<file path="config.mk">
export PLATFORM = sky130hd
export DESIGN_NAME = serial_adder
export DESIGN_NICKNAME = d
export VERILOG_FILES = /design/src/rtl/serial_adder.sv
export SDC_FILE = /design/constraint.sdc
export NUM_CORES = 1
export LEC_CHECK = 0
export ABC_AREA = 1
export CORE_MARGIN = 4
export CORE_UTILIZATION = 58
export CTS_BUF_LIST = sky130_fd_sc_hd__clkbuf_2
export DETAILED_ROUTE_END_ITERATION = 10
export GPL_ROUTABILITY_DRIVEN = 0
export PLACE_DENSITY_LB_ADDON = 0.3
export SYNTH_ARGS = -nofsm -noshare
export SYNTH_HDL_FRONTEND = slang
export SYNTH_SLANG_ARGS = --single-unit
</file>
<file path="constraint.sdc">
create_clock -name clk -period 2.75 [get_ports clk]
set_input_delay 0.275 -clock clk [delete_from_list [all_inputs] [get_ports clk]]
set_output_delay 0.275 -clock clk [all_outputs]
set_load 0.03 [all_outputs]
</file>
<file path="src/rtl/serial_adder.sv">
`default_nettype none
// ============================================================================
// Module      : serial_adder
// Description : Bit-serial ripple adder. A start request latches the two
//               operands, which are then added one bit per clock, LSB first.
//               After WIDTH addition cycles the sum and carry-out are copied
//               to the output registers and done pulses for one cycle.
//               A start seen during that done cycle launches the next
//               operation immediately, with no idle cycle in between.
//
// Parameters  : WIDTH  operand/sum width in bits (2..32)
//
// Ports       : clk    clock, rising-edge active
//               rst    asynchronous active-high reset
//               start  begin an addition (ignored while busy or in reset)
//               a, b   operands (WIDTH bits)
//               busy   high while the serial addition runs
//               done   one-cycle pulse: S/C (and OVF) are valid
//               S      registered sum, modulo 2^WIDTH
//               C      registered carry-out of the MSB
//               OVF    registered signed overflow (only when
//                      SERIAL_ADDER_OVF_EN is defined)
//
// Build macro : SERIAL_ADDER_OVF_EN  adds the OVF output and its logic
//
// Revision    : 1.0  initial release
// ============================================================================
module serial_adder #(
    parameter int WIDTH = 8
) (
    input  logic             clk,
    input  logic             rst,
    input  logic             start,
    input  logic [WIDTH-1:0] a,
    input  logic [WIDTH-1:0] b,
    output logic             busy,
    output logic             done,
    output logic [WIDTH-1:0] S,
    output logic             C
`ifdef SERIAL_ADDER_OVF_EN
    ,
    output logic             OVF
`endif
);

    // One extra counter bit so the count reaches WIDTH without wrapping.
    localparam int c_cnt_w = $clog2(WIDTH) + 1;
    // The partial sum only needs WIDTH-1 bits: the final bit goes straight
    // from the adder into S on the last cycle.
    localparam int c_sum_w = WIDTH - 1;

    localparam logic [c_cnt_w-1:0] c_last_cnt = c_cnt_w'(WIDTH - 1);
    localparam logic [c_cnt_w-1:0] c_cnt_one  = c_cnt_w'(1);

    localparam logic [1:0] c_st_idle = 2'd0;
    localparam logic [1:0] c_st_add  = 2'd1;
    localparam logic [1:0] c_st_done = 2'd2;

    logic [1:0]         r_state;
    logic [WIDTH-1:0]   r_a;
    logic [WIDTH-1:0]   r_b;
    logic [c_sum_w-1:0] r_sum;
    logic               r_carry;
    logic [c_cnt_w-1:0] r_cnt;

    logic w_sum_bit;
    logic w_cout;
    logic w_last;

    // Full adder on the current LSBs.
    assign w_sum_bit = r_a[0] ^ r_b[0] ^ r_carry;
    assign w_cout    = (r_a[0] & r_b[0]) | (r_a[0] & r_carry) | (r_b[0] & r_carry);
    assign w_last    = (r_cnt == c_last_cnt);

    always_ff @(posedge clk or posedge rst) begin
        if (rst) begin
            r_state <= c_st_idle;
            r_a     <= '0;
            r_b     <= '0;
            r_sum   <= '0;
            r_carry <= 1'b0;
            r_cnt   <= '0;
            busy    <= 1'b0;
            done    <= 1'b0;
            S       <= '0;
            C       <= 1'b0;
`ifdef SERIAL_ADDER_OVF_EN
            OVF     <= 1'b0;
`endif
        end else begin
            case (r_state)
                c_st_add: begin
                    r_a     <= r_a >> 1;
                    r_b     <= r_b >> 1;
                    r_carry <= w_cout;
                    // New sum bit enters at the top; older bits move down.
                    r_sum   <= c_sum_w'({w_sum_bit, r_sum} >> 1);
                    r_cnt   <= r_cnt + c_cnt_one;
                    if (w_last) begin
                        r_state <= c_st_done;
                        busy    <= 1'b0;
                        done    <= 1'b1;
                        S       <= {w_sum_bit, r_sum};
                        C       <= w_cout;
`ifdef SERIAL_ADDER_OVF_EN
                        // r_carry is the carry into the MSB on this cycle.
                        OVF     <= r_carry ^ w_cout;
`endif
                    end
                end

                // Idle and done both accept a new request; an unused
                // encoding behaves as idle.
                default: begin
                    done <= 1'b0;
                    if (start) begin
                        r_state <= c_st_add;
                        busy    <= 1'b1;
                        r_a     <= a;
                        r_b     <= b;
                        r_sum   <= '0;
                        r_carry <= 1'b0;
                        r_cnt   <= '0;
                    end else begin
                        r_state <= c_st_idle;
                        busy    <= 1'b0;
                    end
                end
            endcase
        end
    end

endmodule
`default_nettype wire

</file>
==> results.tsv <==
metric	value	unit
Worst Setup End Kind	output port	
fin crit share	68.5	%
number of placement rows	19	
TritonCTS clock tree	done	
post-route ant nets	0	
worst reg-to-reg path cell count	5	
port buffer count	29	
worst vdd ir	0.821	mV
cell with the largest stage delay on the worst path	sky130_fd_sc_hd__clkdlybuf4s50_1	
maximum clock insertion buffer count	2	
via count of the first global-routing pass	1269	
category of the most critical setup path	flip-flop to output port	
first-pass iteration count of the detailed router	4	
largest fanout on the critical path	3	
post-cts resize count	0	
largest net degree at the start of global routing	40	
CTS clock-pin slew for the worst setup and hold paths	0.20	ns
average routed wire per standard cell	12.7	µm
total CTS buffers	5	
wire length of the first global-routing pass	5440	µm
power per cell area	1060	nW/µm²
synthesized area per cell	9.06	µm²
setup_tns	0	ns
cell type with the highest aggregate area in the netlist	sky130_fd_sc_hd__dfrtp_1	
origin of the critical flop-to-flop path	done	
required time at the worst-slack endpoint	2.48	ns
Post-Synthesis Net Count	206	
initial cell density of the core	60.8	%
RSZ-0062 raised after global routing	no	
measured slew at the worst slew-check pin	0.642	ns
post-synthesis instance area	1680	µm²
count of yosys warnings during synthesis	0	
hold violation total from the final report	0	
FF+latch count, synth	39	
destination of the worst register-to-register timing path	S[1]	
insertion delay to the later sink of the worst-skew pair	0.39	ns
fraction of layout instances using a drive strength above 1	7.87	%
synthesis-to-finish area growth	19.6	%
number of placed I/O pins	30	
result of the run	finished clean	
number of failing setup endpoints in the final timing report	0	
predominant post-synthesis flop cell	sky130_fd_sc_hd__dfrtp_1	
critical path launch point	done	
share of synthesized flip-flops with an asynchronous set or reset	100	%
Placed Instance Area	1970	µm²
post-synth top area share	58.2	%
setup fix buffers added after clock tree synthesis	0	
Clock Skew	0.0146	ns
Startpoint Class	flip-flop	
count of routing violations after the opening detailed-route iteration	72	
maximum level of the CTS H-tree	2	
cell types with the largest area share after synthesis	sky130_fd_sc_hd__dfrtp_1, sky130_fd_sc_hd__nand2_1, sky130_fd_sc_hd__nand3_1	
data arrival time of the worst path	1.61	ns
Total Nets Final	236	
reported leakage power	1.01	nW
die area	3810	µm²
most common cell in the netlist	sky130_fd_sc_hd__nand2_1	
max-cap violation count	0	
Synth top cells by count	sky130_fd_sc_hd__nand2_1, sky130_fd_sc_hd__dfrtp_1, sky130_fd_sc_hd__nand3_1, sky130_fd_sc_hd__inv_1	
overall global routing resource usage	19.8	%
post-detailed-placement half-perimeter wirelength	2260	µm
root cell of the clock tree	sky130_fd_sc_hd__clkbuf_2	
f_max	531	MHz
cell chain of the critical path	clkdlybuf4s50_1	
worst reg2reg setup slack	1.08	ns
Core Area	2760	µm²
die width	61.8	µm
worst hold path type	input port to async pin	
Hold Buf Count CTS	0	
final max-slew violation count	0	
DRC viols	0	
kind of cell adding the most delay to the critical path	buffers and inverters	
number of distinct standard cells referenced by the synthesized netlist	19	
largest stage delay on the critical path	0.71	ns
critical path buffer and inverter count	1	
layout filler cell count	205	
number of enable flip-flop cells after synthesis	0	
Total Routed Length	3130	µm
Diodes inserted	0	
detail-routed via count per cell	5.35	
Period minus WS final	1.88	ns
Cells after Synth	185	
final non-filler cell area	2010	µm²
overflow left after global routing	0	
Vert. Die Dim	61.8	µm
total number of clock tree sinks	39	
relative slew slack	57.0	%
via count	1321	
sequential element share of the synthesized area	58.2	%
antenna violations before repair	0	
-- how the worst max path moves through the flow --
stage | end | slack [ns] | depth (start not counted)
2_1_floorplan | r_b[0] | 1.52 | 6
3_3_place_gp | r_a[0] | 1.09 | 5
3_5_place_dp | r_a[6] | 1.05 | 5
4_1_cts | done | 0.84 | 1
5_1_grt | done | 0.80 | 1
6_report | done | 0.87 | 1
-- kinds of logic after synthesis --
family,synth area share [%]
and+or+nand+nor,31.5
DFF,58.2
buffers and inverters,5.30
AOI/OAI and AO/OA,3.06
adders and majority gates,1.94
-- per-layer routing --
| layer | part of all wire [%] | vias up | GRT usage [%] |
|---|---|---|---|
| met5 | 0 | - | 0 |
| met4 | 1.4 | 0 | 7.27 |
| met3 | 5.6 | 6 | 7.02 |
| met2 | 52 | 41 | 33.9 |
| met1 | 41 | 623 | 22.7 |
| li1 | - | 651 | - |
-- per-stage QoR --
| step | hold slack (ns) | instances | total power [mW] | utilization [%] | worst slack (ns) |
|---|---|---|---|---|---|
| after floorplan | 0.392 | 185 | 1.66 | - | 1.52 |
| after global placement | 0.453 | 239 | 1.86 | 71.3 | 1.09 |
| after detailed placement | 0.458 | 239 | 1.92 | 71.3 | 1.05 |
| after CTS | 0.263 | 247 | 2.16 | 72.7 | 0.839 |
| after global routing | 0.272 | 247 | 2.31 | 72.7 | 0.796 |
| final | 0.260 | 247 | 2.13 | 72.7 | 0.866 |
-- flip-flops by register name, summed over array words and instances, names as in the netlist --
name and flops:
r_carry 1, r_state 1, done 1, S 8, r_a 8, r_b 8, r_cnt 4, C 1
r_sum 7
-- layout make-up --
class / instances / area, µm² / area share [%]
sequential: 39 / 976 / 48.7
multi-input combinational: 128 / 612 / 30.5
timing repair buffer: 30 / 298 / 14.8
inverter: 11 / 41.3 / 2.06
tap: 31 / 38.8 / 1.93
clock buffer: 5 / 25.0 / 1.25
clock inverter: 3 / 15.0 / 0.749
-- cells in the final DEF (no fill, tap or decap), types with 2 or more instances in the layout --
cell | Yosys | routed
sky130_fd_sc_hd__nand2_1 | 75 | 75
sky130_fd_sc_hd__dfrtp_1 | 39 | 39
sky130_fd_sc_hd__nand3_1 | 31 | 31
sky130_fd_sc_hd__clkdlybuf4s50_1 | 0 | 29
sky130_fd_sc_hd__inv_1 | 9 | 9
sky130_fd_sc_hd__o22ai_1 | 5 | 5
sky130_fd_sc_hd__clkbuf_2 | 0 | 5
sky130_fd_sc_hd__nor2_1 | 4 | 4
sky130_fd_sc_hd__clkinv_2 | 0 | 3
sky130_fd_sc_hd__inv_2 | 2 | 2
sky130_fd_sc_hd__nor2_8 | 2 | 2
sky130_fd_sc_hd__nand2_2 | 2 | 2
sky130_fd_sc_hd__o21ai_0 | 2 | 2
-- where the power goes --
| part | switching, mW | internal, mW | total [mW] | leakage, nW |
|---|---|---|---|---|
| registers | 0.158 | 0.814 | 0.973 | 0.508 |
| logic | 0.568 | 0.351 | 0.919 | 0.472 |
| clock network | 0.183 | 0.0583 | 0.241 | 0.0325 |
(Power assumes the default switching activity.)
